**config.mk**
```make
export PLATFORM = sky130hd
export DESIGN_NAME = alu_dispatcher
export DESIGN_NICKNAME = d
export VERILOG_FILES = /design/src/rtl/alu_dispatcher.sv
export SDC_FILE = /design/constraint.sdc
export NUM_CORES = 1
export LEC_CHECK = 0
export CORE_ASPECT_RATIO = 1.25
export CORE_MARGIN = 3
export CORE_UTILIZATION = 49
export CTS_CLUSTER_SIZE = 8
export DETAILED_ROUTE_END_ITERATION = 16
export PLACE_DENSITY = 0.75
export SYNTH_ARGS = -nofsm -noshare
export SYNTH_HDL_FRONTEND = slang
export SYNTH_SLANG_ARGS = --single-unit
export TNS_END_PERCENT = 1
```
**constraint.sdc**
```tcl
create_clock -name i_clk -period 2.1 [get_ports i_clk]
set_input_delay 0.315 -clock i_clk [delete_from_list [all_inputs] [get_ports i_clk]]
set_output_delay 0.315 -clock i_clk [all_outputs]
set_load 0.02 [all_outputs]
```
**src/rtl/alu_dispatcher.sv**
```systemverilog
// Command queue and single-outstanding issue stage in front of the fixed-point ALU.
// Results are captured into a small FIFO; issue is credit-gated so the ALU never overruns it.
module alu_dispatcher #(
    parameter int INST_W    = 4,
    parameter int DATA_W    = 16,
    parameter int CMD_DEPTH = 4,
    parameter int RES_DEPTH = 2
) (
    input  logic                         i_clk,
    input  logic                         i_rst_n,
    input  logic                         i_s_valid,
    output logic                         o_s_ready,
    input  logic [INST_W-1:0]            i_s_inst,
    input  logic [DATA_W-1:0]            i_s_data_a,
    input  logic [DATA_W-1:0]            i_s_data_b,
    output logic                         o_alu_valid,
    output logic [INST_W-1:0]            o_alu_inst,
    output logic [DATA_W-1:0]            o_alu_data_a,
    output logic [DATA_W-1:0]            o_alu_data_b,
    input  logic                         i_alu_busy,
    input  logic                         i_alu_out_valid,
    input  logic [DATA_W-1:0]            i_alu_data,
    output logic                         o_m_valid,
    input  logic                         i_m_ready,
    output logic [DATA_W-1:0]            o_m_data,
    output logic [INST_W-1:0]            o_m_inst,
    output logic [$clog2(CMD_DEPTH):0]   o_cmd_count,
    output logic                         o_err
);
    localparam int CA = $clog2(CMD_DEPTH);
    localparam int RA = $clog2(RES_DEPTH);

    typedef enum logic [1:0] {S_IDLE, S_ISSUE, S_WAIT} state_t;

    typedef struct packed {
        logic [INST_W-1:0] inst;
        logic [DATA_W-1:0] a;
        logic [DATA_W-1:0] b;
    } cmd_t;

    typedef struct packed {
        logic [INST_W-1:0] inst;
        logic [DATA_W-1:0] data;
    } res_t;

    state_t            state;
    cmd_t              cmd_mem [CMD_DEPTH];
    logic [CA-1:0]     cmd_wp, cmd_rp;
    logic [CA:0]       cmd_cnt;
    res_t              res_mem [RES_DEPTH];
    logic [RA-1:0]     res_wp, res_rp;
    logic [RA:0]       res_cnt;
    logic [INST_W-1:0] tag;

    logic cmd_push, cmd_empty, inflight, credit, want_issue, issue, capture, m_pop;

    assign o_s_ready   = (cmd_cnt != (CA+1)'(CMD_DEPTH));
    assign cmd_push    = i_s_valid & o_s_ready;
    assign cmd_empty   = (cmd_cnt == '0);
    assign o_cmd_count = cmd_cnt;

    // Outstanding op counts against result space so a capture always finds room.
    assign inflight   = (state != S_IDLE);
    assign credit     = ({1'b0, res_cnt} + {{(RA+1){1'b0}}, inflight}) < (RA+2)'(RES_DEPTH);
    assign want_issue = (state == S_IDLE) & ~cmd_empty & credit;
    assign issue      = want_issue & ~i_alu_busy;
    assign capture    = (state == S_WAIT) & i_alu_out_valid;

    assign o_m_valid = (res_cnt != '0);
    assign m_pop     = o_m_valid & i_m_ready;
    assign o_m_data  = o_m_valid ? res_mem[res_rp].data : '0;
    assign o_m_inst  = o_m_valid ? res_mem[res_rp].inst : '0;

    always_ff @(posedge i_clk) begin
        if (cmd_push)
            cmd_mem[cmd_wp] <= '{inst: i_s_inst, a: i_s_data_a, b: i_s_data_b};
    end

    always_ff @(posedge i_clk or negedge i_rst_n) begin
        if (!i_rst_n) begin
            cmd_wp  <= '0;
            cmd_rp  <= '0;
            cmd_cnt <= '0;
        end else begin
            if (cmd_push) cmd_wp <= cmd_wp + 1'b1;
            if (issue)    cmd_rp <= cmd_rp + 1'b1;
            case ({cmd_push, issue})
                2'b10:   cmd_cnt <= cmd_cnt + 1'b1;
                2'b01:   cmd_cnt <= cmd_cnt - 1'b1;
                default: cmd_cnt <= cmd_cnt;
            endcase
        end
    end

    // Operand registers hold between pulses; the ALU re-latches them on each valid.
    always_ff @(posedge i_clk or negedge i_rst_n) begin
        if (!i_rst_n) begin
            state        <= S_IDLE;
            o_alu_valid  <= 1'b0;
            o_alu_inst   <= '0;
            o_alu_data_a <= '0;
            o_alu_data_b <= '0;
            tag          <= '0;
        end else begin
            case (state)
                S_IDLE: begin
                    o_alu_valid <= 1'b0;
                    if (issue) begin
                        state        <= S_ISSUE;
                        o_alu_valid  <= 1'b1;
                        o_alu_inst   <= cmd_mem[cmd_rp].inst;
                        o_alu_data_a <= cmd_mem[cmd_rp].a;
                        o_alu_data_b <= cmd_mem[cmd_rp].b;
                        tag          <= cmd_mem[cmd_rp].inst;
                    end
                end
                S_ISSUE: begin
                    state       <= S_WAIT;
                    o_alu_valid <= 1'b0;
                end
                S_WAIT: begin
                    o_alu_valid <= 1'b0;
                    if (i_alu_out_valid) state <= S_IDLE;
                end
                default: begin
                    state       <= S_IDLE;
                    o_alu_valid <= 1'b0;
                end
            endcase
        end
    end

    always_ff @(posedge i_clk) begin
        if (capture)
            res_mem[res_wp] <= '{inst: tag, data: i_alu_data};
    end

    always_ff @(posedge i_clk or negedge i_rst_n) begin
        if (!i_rst_n) begin
            res_wp  <= '0;
            res_rp  <= '0;
            res_cnt <= '0;
        end else begin
            if (capture) res_wp <= res_wp + 1'b1;
            if (m_pop)   res_rp <= res_rp + 1'b1;
            case ({capture, m_pop})
                2'b10:   res_cnt <= res_cnt + 1'b1;
                2'b01:   res_cnt <= res_cnt - 1'b1;
                default: res_cnt <= res_cnt;
            endcase
        end
    end

    // Sticky: stray result outside S_WAIT, or ALU busy when an issue was due.
    always_ff @(posedge i_clk or negedge i_rst_n) begin
        if (!i_rst_n)
            o_err <= 1'b0;
        else if ((i_alu_out_valid && state != S_WAIT) || (want_issue && i_alu_busy))
            o_err <= 1'b1;
    end
endmodule

```
* Word-level counts from Yosys, hierarchy flattened
Memories as Yosys holds them, arrays and structs flattened. A register that Yosys moved wholly into a read port is not among the register bits.
Cells that the tools add are included.
** Storage, ports and cells
- Register bits :: 15
- Output and inout port bits :: 63
- Memories :: 2
- ROM bits :: 0
- Memory bits (writable) :: 184
- Logic and storage cells :: 64
- Bits in latches :: 0
- Input port bits :: 58
** Memory list
- cmd_mem :: depth 4, width 36, rd ports 1, clocked after Yosys merged registers in 1, wr ports 1, RTL line 47 : cmd_t cmd_mem [CMD_DEPTH];
- res_mem :: depth 2, width 20, rd ports 1, clocked after Yosys merged registers in 0, wr ports 1, RTL line 50 : res_t res_mem [RES_DEPTH];
** Operators by class
- Add/sub/neg operators :: 9
- Order comparisons :: 1
- Mux-type cells :: 13
- Bitwise gates (word level) :: 8
- Eq/ne operators :: 10
- Reduce and logical (&&, ||, !) cells :: 12
- $mul :: 0
- Div/mod/pow operators :: 0
- Shift-type cells :: 0
** Operators by type and width (count)
- $mux 16 :: 1
- $reduce_bool 2->1 :: 4
- $add 2x1->2 const B :: 3
- $and 1x1->1 :: 6
- $eq 2x1->1 const B :: 3
- $eq 2x2->1 const B :: 3
- $mux 1 :: 6
- $ne 2x2->1 const B :: 3
- $pmux 2 s3 :: 1
- $pmux 3 s2 :: 1
- $mux 2 :: 2
- $mux 4 :: 1
- $pmux 2 s2 :: 1
- $reduce_and 2->1 :: 2
- $add 2x1->3 :: 1
- $add 3x1->3 const B :: 1
- $logic_not 3->1 :: 1
- $lt 3x2->1 const B :: 1
- $ne 3x3->1 const B :: 1
- $sub 3x1->3 const B :: 1
- $add 1x1->1 const B :: 2
- $logic_and 1x1->1 :: 2
- $logic_not 2->1 :: 1
- $not 1->1 :: 2
- 3 further kinds :: 3

* Longest topological paths before layout
Gate-level depths: netlist (run 1).
- Depth after elaboration :: 7
- Mapped depth :: 10
- Mapped depth without buffers :: 9

* Worst setup path after synthesis (run 1)
Ideal clock, no wire load.
- Kind :: reg-to-reg
- Start point :: register cmd_cnt[1], in the netlist o_cmd_count[1]
- End point :: register cmd_cnt[2], in the netlist o_cmd_count[2]
- Clock period less this slack :: 2327 ps
- Path buffers :: 0
- Data required time :: 2020 ps
- Cell stages (with the launch flop) :: 10
- Setup time :: 80 ps
- Arrival time :: 2247 ps
- Slack :: -227 ps
- Cells stage by stage :: dfrtp_1 -> or3b_1 -> and2_1 -> inv_1 -> ha_1 -> inv_1 -> fa_1 -> xor2_1 -> nor2_1 -> xor2_1
** On the way
- Elaborated cells between the ends (all ways) :: 13
- Those cells by class :: add/sub: 2; eq/ne: 3; mux: 1; bitwise: 5; reduce/logical: 2
** RTL lines
- start, declared :: RTL line 49 : logic [CA:0] cmd_cnt;
- start signal, assigned :: RTL line 88 : 2'b10: cmd_cnt <= cmd_cnt + 1'b1;
- start signal, assigned :: RTL line 89 : 2'b01: cmd_cnt <= cmd_cnt - 1'b1;
- start signal, assigned :: RTL line 90 : default: cmd_cnt <= cmd_cnt;
- $ne 3x3->1 (*) :: RTL line 57 : assign o_s_ready = (cmd_cnt != (CA+1)'(CMD_DEPTH));
- named net o_s_ready :: RTL line 12 : output logic o_s_ready,
- $and 1x1->1 (*) :: RTL line 58 : assign cmd_push = i_s_valid & o_s_ready;
- $eq 2x1->1 / $eq 2x2->1 (equally long branches) :: RTL line 87 : case ({cmd_push, issue})
- $pmux 3 s2 / $reduce_bool 2->1 (equally long branches)
Mark *: on every way through the listed nets, which the timed path passes. The rest lies on a longest branch.
A chain may end at the register's enable or synchronous reset.

* Worst setup path after layout (run 1)
- Start point :: register cmd_cnt[1], in the netlist o_cmd_count[1]
- End point :: output port o_s_ready
** On the way
- Longest elaborated chain between the ends :: 1
** Ends and longest elaborated chain (RTL line)
- $ne 3x3->1 :: 57
- end, declared :: 12
No other way between the ends.

==> results of run 1 <==
-- sequential cells by signal, summed over array words and instances, names as in the netlist --
name          flops
res_rp            1
o_alu_data_a     16
o_cmd_count       3
o_err             1
cmd_rp            2
tag               4
cmd_wp            2
o_alu_valid       1
res_wp            1
o_alu_data_b     16
res_cnt           2
res_mem          40
state             2
cmd_mem         144
-- layout make-up --
class | count | area, sq um | area share
Clock buffer | 56 | 955 | 0.0822
Timing Repair Buffer | 144 | 1500 | 0.129
Clock inverter | 4 | 62.6 | 0.00539
Inverter | 7 | 26.3 | 0.00226
Sequential cell | 235 | 6810 | 0.586
Tap cell | 224 | 280 | 0.0241
Multi-Input combinational cell | 159 | 1980 | 0.170
-- per-stage QoR --
stage | hold WS, ns | cell area, sq um | utilization
2_1_floorplan | 0.0194 | 8920 | -
3_3_place_gp | 0.208 | 10600 | 0.598
3_5_place_dp | 0.212 | 10600 | 0.598
4_1_cts | 0.212 | 11600 | 0.656
5_1_grt | 0.240 | 11600 | 0.659
6_report | 0.233 | 11600 | 0.659
-- timing repair --
action	in CTS	in global routing
endpoints found under the setup margin	22	20
hold endpoints to repair	9	0
cloned	0	2
hold buffers	1	0
pin swaps	0	2
gates resized for setup	28	7
-- cells in the final DEF, fill, tap and decap left out, types with 4 or more instances in the layout --
cell and n:
sky130_fd_sc_hd__and3_2 4, sky130_fd_sc_hd__buf_12 10, sky130_fd_sc_hd__buf_4 10, sky130_fd_sc_hd__clkbuf_1 21
sky130_fd_sc_hd__clkbuf_16 36, sky130_fd_sc_hd__clkdlybuf4s50_1 97, sky130_fd_sc_hd__dfrtp_1 45, sky130_fd_sc_hd__dfrtp_2 6
sky130_fd_sc_hd__dlygate4sd2_1 21, sky130_fd_sc_hd__edfxtp_1 184, sky130_fd_sc_hd__ha_1 5, sky130_fd_sc_hd__inv_1 6
sky130_fd_sc_hd__mux2_2 19, sky130_fd_sc_hd__mux2_4 18, sky130_fd_sc_hd__mux2i_1 20, sky130_fd_sc_hd__mux4_2 36
sky130_fd_sc_hd__nor2_1 23, sky130_fd_sc_hd__xnor2_1 6, sky130_fd_sc_hd__xor2_1 5
-- cell families after synthesis --
kind of cell / share of synthesized area
XOR/XNOR: 0.0108
AO/OA/AOI/OAI: 0.00113
multiplexers: 0.169
flip-flops: 0.765
buffers and inverters: 0.0168
adder cells (fa/ha/maj): 0.0107
AND/OR/NAND/NOR: 0.0258
-- power by group through the flow --
stage	clock (mW)	sequential, mW	combinational, mW
floorplan	0	7.25	3.28
global placement	0	6.93	5.84
detailed placement	0	7.00	5.96
CTS	5.12	6.95	5.86
global route	5.36	7.06	6.26
finish	5.01	6.94	5.85
-- worst max path at each step --
stage / slack (ns) / depth (start not counted) / end
floorplan: -0.05 / 10 / o_cmd_count[2]
global placement: -0.17 / 9 / o_cmd_count[2]
detailed placement: -0.18 / 9 / o_cmd_count[2]
CTS: 0.03 / 3 / o_s_ready
global route: 0.007 / 4 / o_m_inst[1]
finish: 0.06 / 3 / o_s_ready
-- critical path: cells and delay by family (launching register included) --
kind	cells	cell delay, ns
DFF	1	0.42
buffers and inverters	2	0.41
and+or+nand+nor	1	0.39
-- layer usage --
| layer | GRT usage | vias up | share of wire |
|---|---|---|---|
| met2 | 0.288 | 152 | 0.51 |
| met5 | 0 | - | 0 |
| met4 | 0.0644 | 0 | 0.022 |
| met1 | 0.207 | 2190 | 0.40 |
| li1 | - | 1956 | - |
| met3 | 0.0457 | 31 | 0.067 |
==> metrics.md, run 1 <==
| Metric | Value |
|---|---|
| Result of the run | finished clean |
| Static leakage | 4.23 nW |
| Number of buffers added for setup after CTS | 0 |
| Worst rel slew slack | 0.751 |
| Die ar. | 19800 sq um |
| Switching pwr | 5.28 mW |
| Most frequent cell after synthesis | sky130_fd_sc_hd__edfxtp_1 |
| Maxcap violations | 0 |
| Flops & latches, synth | 235 |
| Number of detailed-routing iterations run before antenna repair | 6 |
| Cell Area, Synth | 8890 sq um |
| Cell with the largest stage delay on the worst path | sky130_fd_sc_hd__dfrtp_2 |
| Mean Syn Cell Area | 21.3 sq um |
| Peak Freq | 491 MHz |
| Classification of the worst setup path | flip-flop to primary output |
| Clock Tree Root | sky130_fd_sc_hd__clkbuf_16 |
| Biggest fanout along the worst timing path | 5 |
| Worst R2R Path Depth | 9 |
| Final Hold Viols | 0 |
| Capturing element type of the critical path | primary output |
| Final cell count without fillers | 829 |
| Floorplan Core Area | 17600 sq um |
| Synthesized netlist net count | 483 |
| RSZ-0062 raised after global routing | no |
| Slew at the pin closest to its max-slew limit | 0.374 ns |
| PnR Total Power | 17.8 mW |
| Setup ws final | 0.0632 ns |
| Final wirelength | 16500 microns |
| Fin nets | 647 |
| Total of buffers placed on input and output ports | 120 |
| Sequential power share | 0.390 |
| Placed wire-length estimate | 10200 microns |
| Instance count after placement with tap cells included | 766 |
| CP Cell Sequence | or3b_4 -> buf_4 -> clkdlybuf4s15_2 |
| Type of the most critical hold path | input port to async pin |
| Fraction of the cycle the final worst path needs | 0.970 |
| H-tree depth | 2 |
| Count of distinct cell types in the synthesized netlist | 31 |
| Sw Ratio | 0.296 |
| Via count of the first global-routing pass | 4806 |
| Biggest area consumer among synthesized cells | sky130_fd_sc_hd__edfxtp_1 |
| Count of antenna diodes in the layout | 0 |
| Sum of overflow across all layers after global routing | 0 |
| Number of sinks driven by the clock tree | 235 |
| All-layer global routing usage | 0.169 |
| Largest cells by area after synthesis | sky130_fd_sc_hd__edfxtp_1 62%, sky130_fd_sc_hd__dfrtp_1 14%, sky130_fd_sc_hd__mux4_2 9.1%, sky130_fd_sc_hd__mux2_4 3.0%, sky130_fd_sc_hd__mux2_2 2.4% |
| Number of standard cells after synthesis | 418 |
| Critical Path RT | 1.78 ns |
| Number of fillers in the final layout | 1176 |
| Startpoint of the lowest-slack register-to-register path | o_cmd_count[1] |
| TritonCTS buffer count | 35 |
| Arrival time of data at the critical path endpoint | 1.72 ns |
| Number of DRC markers after the initial detailed-route iteration | 231 |
| Initial antenna violation count | 0 |
| Worst vdd ir | 930 uV |
| Share of the synthesized area in the top cell type | 0.622 |
| Remaining antenna violation count | 0 |
| Clock power share | 0.282 |
| Critical register-to-register path endpoint | o_cmd_count[2] |
| Sum of negative setup slack | 0 ns |
| Register-to-register setup slack | 0.07 ns |
| Dpl ws | -0.179 ns |
| Global placer's final weighted congestion | 0.764 |
| Startpoint kind of the worst setup timing path | flip-flop |
| Max Transition Viols Final | 0 |
| Fraction of final layout cells sized beyond drive strength 1 | 0.260 |
| Per-cell routed wire length | 20.0 microns |
| Final Skew | 0.0157 ns |
| Sequential fraction of the synthesis area | 0.765 |
| Final critical path time including I/O delays and setup | 2.04 ns |
| Layout overhead on the synthesized area | 30.7% |
| Wire length of the first global-routing pass | 25800 microns |
| Worst-Skew Late Latency | 0.51 ns |
| Syn. warnings | 0 |
| Initial core utilization | 0.504 |
| Count of pins on the block boundary | 121 |
| Vias/cell | 5.22 |
| Via count of the routed design | 4329 |
| Placement row count | 54 |
| Comb pwr share | 0.329 |
| Clock input transition at the sequential cells of the worst setup and hold paths | 0.05 ns |
| Die extent in y | 157 microns |
| Largest net degree at the start of global routing | 44 |
| Cell internal power dissipation | 12.5 mW |
| Maximum buffer depth of the clock tree | 3 |
| Commonest cells in the netlist | 184 x sky130_fd_sc_hd__edfxtp_1, 51 x sky130_fd_sc_hd__dfrtp_1, 36 x sky130_fd_sc_hd__mux4_2 |
| Post-synth EDFFs | 184 |
| Total power density per cell area | 1530 nW/um^2 |
| TritonCTS clock tree | yes |
| Detailed-route DRC error count | 0 |
| Crit-path max cell delay | 0.42 ns |
| Final setup viols | 0 |
| Start point of the critical path | o_cmd_count[1] |
| Chip Width | 126 microns |
| Share of flip-flops with an asynchronous set or reset | 0.217 |
| Post-synth top flop | sky130_fd_sc_hd__edfxtp_1 |
Power figures use the tool's default switching activity.
==> inputs of run 2 (changes only) <==
--- a/config.mk
+++ b/config.mk
@@ -10,7 +10,9 @@
 export CORE_UTILIZATION = 49
 export CTS_CLUSTER_SIZE = 8
 export DETAILED_ROUTE_END_ITERATION = 16
+export GPL_TIMING_DRIVEN = 0
 export PLACE_DENSITY = 0.75
+export SKIP_LAST_GASP = 1
 export SYNTH_ARGS = -nofsm -noshare
 export SYNTH_HDL_FRONTEND = slang
 export SYNTH_SLANG_ARGS = --single-unit
==> run 2 against run 1 <==
Net effect:
- the run now ends with setup timing left
- first-iteration DRC count rose by 2.2%
- combinational power rose by 2%
- via count rose by 1.1%
- worst setup slack got worse by 0.25 ns
- sequential cell count did not move
- clock power barely moved
- critical path depth rose by 2
- critical path type unchanged
- critical endpoint is now o_m_data[4]
- largest cell class unchanged
==> metrics.md, run 2 (synthesis results as in run 1) <==
| Metric | Value |
|---|---|
| Result of the run | finished with violations |
| Violations in the final reports | setup timing |
| Fin nets | 649 (+0.31%) |
| Vias/cell | 5.27 (+0.89%) |
| Type of the most critical hold path | input port to flip-flop |
| Maximum buffer depth of the clock tree | 3 (unchanged) |
| Classification of the worst setup path | flip-flop to primary output |
| Initial core utilization | 0.504 (unchanged) |
| Clock input transition at the sequential cells of the worst setup and hold paths | 0.05 ns (about the same) |
| Final setup viols | 15 (+15) |
| Biggest fanout along the worst timing path | 10 (+5) |
| Placement-stage cell area | 10500 sq um (-0.27%) |
| Static leakage | 4.20 nW (-0.70%) |
| Final wirelength | 16900 microns (+2.1%) |
| Critical Path RT | 1.78 ns (about the same) |
| Sum of negative setup slack | -2.45 ns (-2.45 ns) |
| Instance count after placement with tap cells included | 768 (+0.26%) |
| Number of fillers in the final layout | 1167 (-0.77%) |
| Detailed-route DRC error count | 0 (unchanged) |
| Startpoint kind of the worst setup timing path | flip-flop |
| Placed wire-length estimate | 10400 microns (+2.2%) |
| All-layer global routing usage | 0.175 (+0.00642) |
| Chip Width | 126 microns (unchanged) |
| Leading cell type in the layout, fill and taps excluded | sky130_fd_sc_hd__edfxtp_1 |
| Clock Tree Root | sky130_fd_sc_hd__clkbuf_16 |
| Remaining antenna violation count | 0 (unchanged) |
| Sum of overflow across all layers after global routing | 0 (unchanged) |
| Setup ws final | -0.191 ns (-0.254 ns) |
| Fraction of the cycle the final worst path needs | 1.09 (+0.121) |
| Total power density per cell area | 1530 nW/um^2 (+0.13%) |
| Count of pins on the block boundary | 121 (unchanged) |
| Commonest cells after routing, fill and taps aside | 184 x sky130_fd_sc_hd__edfxtp_1, 110 x sky130_fd_sc_hd__clkdlybuf4s50_1, 48 x sky130_fd_sc_hd__dfrtp_1 |
| Initial antenna violation count | 0 (unchanged) |
| Number of sinks driven by the clock tree | 235 (unchanged) |
| RSZ-0062 raised after global routing | yes |
| Switching pwr | 5.21 mW (-1.3%) |
| Comb pwr share | 0.335 (+0.006) |
| Maxcap violations | 0 (unchanged) |
| Clock power share | 0.282 (about the same) |
| Final Hold Viols | 0 (unchanged) |
| Count of antenna diodes in the layout | 0 (unchanged) |
| Layout overhead on the synthesized area | 30.3% |
| Final cell count without fillers | 831 (+0.24%) |
| Worst-Skew Late Latency | 0.48 ns (-0.03 ns) |
| Fraction of final layout cells sized beyond drive strength 1 | 0.249 (-0.0107) |
| Per-cell routed wire length | 20.3 microns (+1.8%) |
| Design Area, Final | 11600 sq um (-0.37%) |
| Peak Freq | 437 MHz (-11%) |
| Placement row count | 54 (unchanged) |
| Most flop-heavy register | cmd_mem |
| H-tree depth | 2 (unchanged) |
| Via count of the first global-routing pass | 4919 (+2.4%) |
| Final critical path time including I/O delays and setup | 2.29 ns (+0.254 ns) |
| Number of DRC markers after the initial detailed-route iteration | 236 (+2.2%) |
| Max Transition Viols Final | 0 (unchanged) |
| Sequential power share | 0.384 (-0.006) |
| Cell internal power dissipation | 12.6 mW (+0.20%) |
| Total of buffers placed on input and output ports | 120 (unchanged) |
| Worst vdd ir | 1060 uV (+14%) |
| Arrival time of data at the critical path endpoint | 1.98 ns (+0.26 ns) |
| Max FFs per register | 144 (unchanged) |
| Largest net degree at the start of global routing | 30 (-32%) |
| TritonCTS buffer count | 35 (unchanged) |
| Wire length of the first global-routing pass | 26800 microns (+3.9%) |
| Global placer's final weighted congestion | 0.775 (+1.4%) |
| Via count of the routed design | 4378 (+1.1%) |
| Sw Ratio | 0.293 (-0.00303) |
| Worst rel slew slack | 0.377 (-0.373) |
| Slew at the pin closest to its max-slew limit | 0.934 ns (+0.560 ns) |
| Number of detailed-routing iterations run before antenna repair | 4 (-2) |
| Dpl ws | -0.617 ns (-0.437 ns) |
| Capturing element type of the critical path | primary output |
| Die extent in y | 157 microns (unchanged) |
| Die ar. | 19800 sq um (unchanged) |
| Floorplan Core Area | 17600 sq um (unchanged) |
| Final Skew | 0.0186 ns (+0.00287 ns) |
| Registers with the highest flip-flop counts | cmd_mem x144, res_mem x40 |
| TritonCTS clock tree | yes |
==> run 2: layer usage <==
layer	vias up	GRT usage	wire length, microns
li1	1976	-	-
met1	2220	0.213	6620
met2	152	0.311	8860
met3	30	0.0417	1060
met4	0	0.0547	348
met5	-	0	0
==> run 2: power by group through the flow <==
stage	sequential (mW)	combinational, mW	clock, mW
5_1_grt	6.93	6.36	5.37
6_report	6.81	5.95	5.00
3_3_place_gp	6.86	5.76	0
4_1_cts	6.83	6.05	5.14
2_1_floorplan	7.25	3.28	0
3_5_place_dp	6.88	6.01	0
==> run 2: through the flow <==
stage	util	hold WS [ns]	total power [mW]
2_1_floorplan	-	0.0194	10.5
3_3_place_gp	0.590	0.463	12.6
3_5_place_dp	0.597	0.435	12.9
4_1_cts	0.656	0.416	18.0
5_1_grt	0.656	0.426	18.7
6_report	0.656	0.430	17.8
==> run 2: cell type report <==
cell class / count / area, sq um / area share
buffer: 17 / 144 / 0.0124
clock buffer: 57 / 980 / 0.0846
clock inverter: 3 / 32.5 / 0.00281
inverter: 7 / 26.3 / 0.00227
multi-input combinational: 159 / 1970 / 0.171
sequential: 235 / 6810 / 0.588
tap: 224 / 280 / 0.0242
timing repair buffer: 129 / 1330 / 0.115
==> run 2: what timing repair did <==
action,CTS,global route
gates resized for setup,15,2
endpoints found under the hold margin,28,0
pin swaps,2,1
hold buffers,1,0
buffers inserted,1,1
endpoints found under the setup margin,24,24
==> run 2: final timing paths <==
kind                       slack, ns            from  cells past startpoint          endpoint
min in group asynchronous       0.45         i_rst_n                      2  o_alu_data_b[12]
min reg2reg                     0.48           o_err                      2             o_err
max reg2reg                    -0.17        state[0]                     10    o_cmd_count[2]
max                            -0.19          res_rp                      5       o_m_data[4]
min                             0.43  i_alu_data[14]                      1    res_mem[1][14]
max in group asynchronous       1.04         i_rst_n                      3         cmd_rp[1]
==> run 2: worst max-delay path, cell delays in order, from the launching register on <==
cell                              delay, ns
sky130_fd_sc_hd__dfrtp_1               0.32
sky130_fd_sc_hd__clkbuf_1              0.19
sky130_fd_sc_hd__buf_6                 0.20
sky130_fd_sc_hd__mux2i_1               0.09
sky130_fd_sc_hd__nor2_1                0.09
sky130_fd_sc_hd__clkdlybuf4s50_1       0.61
==> inputs of run 3 (changes only) <==
--- a/config.mk
+++ b/config.mk
@@ -7,11 +7,11 @@
 export LEC_CHECK = 0
 export CORE_ASPECT_RATIO = 1.25
 export CORE_MARGIN = 3
-export CORE_UTILIZATION = 49
+export CORE_UTILIZATION = 40
 export CTS_CLUSTER_SIZE = 8
 export DETAILED_ROUTE_END_ITERATION = 16
 export GPL_TIMING_DRIVEN = 0
-export PLACE_DENSITY = 0.75
+export PLACE_DENSITY = 0.61
 export SKIP_LAST_GASP = 1
 export SYNTH_ARGS = -nofsm -noshare
 export SYNTH_HDL_FRONTEND = slang
==> constraint.sdc (replaced) <==
create_clock -name i_clk -period 2.5 [get_ports i_clk]
set_input_delay 0.375 -clock i_clk [delete_from_list [all_inputs] [get_ports i_clk]]
set_output_delay 0.375 -clock i_clk [all_outputs]
set_load 0.02 [all_outputs]
==> run 3 against run 2 <==
Net effect:
- clock-buffer cell count is 1 lower
- clock skew is 0.0038 ns lower
- total power is 17% lower
- critical path depth stayed put
- the flow now finishes without violations
- die area is 21% higher
- worst setup slack better by 0.28 ns
- combinational power is 17% lower
- register-to-register slack better by 0.31 ns
==> metrics.md, run 3 (synthesis results as in run 1) <==
| Metric | Value |
|---|---|
| Worst rel slew slack | 0.355 (-0.0221) |
| PnR Total Power | 14.7 mW (-17%) |
| Die ar. | 24100 sq um (+21%) |
| Final wirelength | 16800 microns (-0.31%) |
| All-layer global routing usage | 0.144 (-0.0313) |
| Clock input transition at the sequential cells of the worst setup and hold paths | 0.05 ns (about the same) |
| Number of detailed-routing iterations run before antenna repair | 4 (unchanged) |
| Count of pins on the block boundary | 121 (unchanged) |
| Placed wire-length estimate | 10600 microns (+1.9%) |
| Origin of the worst min-delay path | i_alu_data[10] |
| Final cell count without fillers | 881 (+6.0%) |
| Number of sinks driven by the clock tree | 235 (unchanged) |
| Final critical path time including I/O delays and setup | 2.41 ns |
| Placement-stage cell area | 10600 sq um (+0.31%) |
| Critical Path RT | 2.12 ns (+0.34 ns) |
| Placement row count | 60 (+11%) |
| Maxcap violations | 0 (unchanged) |
| Fraction of final layout cells sized beyond drive strength 1 | 0.231 (-0.0179) |
| Global placer's final weighted congestion | 0.745 (-3.9%) |
| Sum of negative setup slack | 0 ns (+2.45 ns) |
| Wire length of the first global-routing pass | 27100 microns (+1.2%) |
| Via count of the first global-routing pass | 4833 (-1.7%) |
| Worst hold endpoint | res_mem[1][10] |
| Via count of the routed design | 4330 (-1.1%) |
| H-tree depth | 2 (unchanged) |
| Fin nets | 646 (-0.46%) |
| Registers with the highest flip-flop counts | cmd_mem x144, res_mem x40 |
| Instance count after placement with tap cells included | 823 (+7.2%) |
| Sum of overflow across all layers after global routing | 0 (unchanged) |
| Capturing element type of the critical path | primary output |
| TritonCTS clock tree | yes |
| Result of the run | finished clean |
| Worst-Skew Late Latency | 0.49 ns (about the same) |
| Maximum buffer depth of the clock tree | 3 (unchanged) |
| Dpl ws | -0.326 ns (+0.291 ns) |
| Max Transition Viols Final | 0 (unchanged) |
| Initial antenna violation count | 1 (+1) |
| Per-cell routed wire length | 19.1 microns (-6.0%) |
| Type of the most critical hold path | input port to flip-flop |
| Remaining antenna violation count | 0 (unchanged) |
| Floorplan Core Area | 21700 sq um (+23%) |
| Final Skew | 0.0147 ns (-0.00382 ns) |
| Number of DRC markers after the initial detailed-route iteration | 182 (-23%) |
| Largest net degree at the start of global routing | 29 (-3.3%) |
| Design Area, Final | 11500 sq um (-0.23%) |
| Total power density per cell area | 1280 nW/um^2 (-17%) |
| Final setup viols | 0 (-15) |
| Most flop-heavy register | cmd_mem |
| Total of buffers placed on input and output ports | 120 (unchanged) |
| Worst R2R Path Depth | 9 (-1) |
| TritonCTS buffer count | 35 (unchanged) |
| Critical register-to-register path endpoint | o_cmd_count[2] |
| Layout overhead on the synthesized area | 30.0% |
| Arrival time of data at the critical path endpoint | 2.03 ns (+0.05 ns) |
| Leading cell type in the layout, fill and taps excluded | sky130_fd_sc_hd__edfxtp_1 |
| Startpoint kind of the worst setup timing path | flip-flop |
| Final Hold Viols | 0 (unchanged) |
| Chip Width | 139 microns (+10%) |
| Vias/cell | 4.91 (-6.7%) |
| Initial core utilization | 0.410 (-0.0943) |
| Classification of the worst setup path | flip-flop to primary output |
| Cell depth of the worst min-delay path | 1 (unchanged) |
| Peak Freq | 415 MHz |
| Max FFs per register | 144 (unchanged) |
| Commonest cells after routing, fill and taps aside | 184 x sky130_fd_sc_hd__edfxtp_1, 118 x sky130_fd_sc_hd__clkdlybuf4s50_1, 50 x sky130_fd_sc_hd__dfrtp_1 |
| Fraction of the cycle the final worst path needs | 0.963 |
| Detailed-route DRC error count | 0 (unchanged) |
| Startpoint of the lowest-slack register-to-register path | state[1] |
| Die extent in y | 173 microns (+10%) |
| Static leakage | 4.13 nW (-1.6%) |
| RSZ-0062 raised after global routing | yes |
| Worst vdd ir | 628 uV (-41%) |
| Biggest fanout along the worst timing path | 10 (unchanged) |
| Setup ws final | 0.0930 ns (+0.284 ns) |
| Number of buffers added for setup after CTS | 0 (-1) |
| Count of antenna diodes in the layout | 0 (unchanged) |
| Register-to-register setup slack | 0.14 ns (+0.31 ns) |
| Clock Tree Root | sky130_fd_sc_hd__clkbuf_16 |
| Slew at the pin closest to its max-slew limit | 0.967 ns (+0.0332 ns) |
run 3: stage by stage:
step,utilization,hold slack (ns)
finish,0.532,0.481
global route,0.532,0.466
CTS,0.532,0.452
detailed placement,0.486,0.471
global placement,0.481,0.468
floorplan,-,0.0794
run 3: per-layer routing:
layer | vias to the layer above | track usage | share of wire
met1 | 2182 | 0.187 | 0.42
met5 | - | 0 | 0.00077
met2 | 132 | 0.236 | 0.49
li1 | 1976 | - | -
met3 | 38 | 0.0382 | 0.061
met4 | 2 | 0.0481 | 0.027
run 3: area by class of cell:
class / instances / area (sq um)
buffer: 16 / 121
clock buffer: 56 / 955
clock inverter: 2 / 16.3
fill: 1722 / 10100
inverter: 7 / 26.3
multi-input combinational: 159 / 1950
sequential: 235 / 6800
tap: 279 / 349
timing repair buffer: 127 / 1320
run 3: worst max path at each step:
stage | from | endpoint | slack (ns)
2_1_floorplan | o_cmd_count[1] | o_cmd_count[2] | 0.17
3_3_place_gp | i_rst_n | o_alu_data_b[7] | -0.93
3_5_place_dp | i_alu_busy | o_cmd_count[2] | -0.33
4_1_cts | res_rp | o_m_inst[0] | -0.06
5_1_grt | res_rp | o_m_inst[0] | -0.05
6_report | res_rp | o_m_data[7] | 0.09
run 3: worst max-delay path, cell delays in order (launching register included):
cell and delay, ns:
sky130_fd_sc_hd__dfrtp_1 0.33, sky130_fd_sc_hd__clkbuf_1 0.19, sky130_fd_sc_hd__buf_6 0.20, sky130_fd_sc_hd__mux2i_1 0.23, sky130_fd_sc_hd__nor2_1 0.06, sky130_fd_sc_hd__clkdlybuf4s50_1 0.54
run 3: repair_timing:
action | CTS | global route
endpoints found under the hold margin | 23 | 0
resized for setup | 3 | 10
pin swaps | 0 | 2
hold buffers | 1 | 0
setup endpoints to repair | 21 | 21
run 3: power breakdown:
group,leakage (nW),switching (mW),internal (mW)
clock network,0.461,1.52,2.58
registers,2.28,0.409,5.29
logic,1.39,2.37,2.57
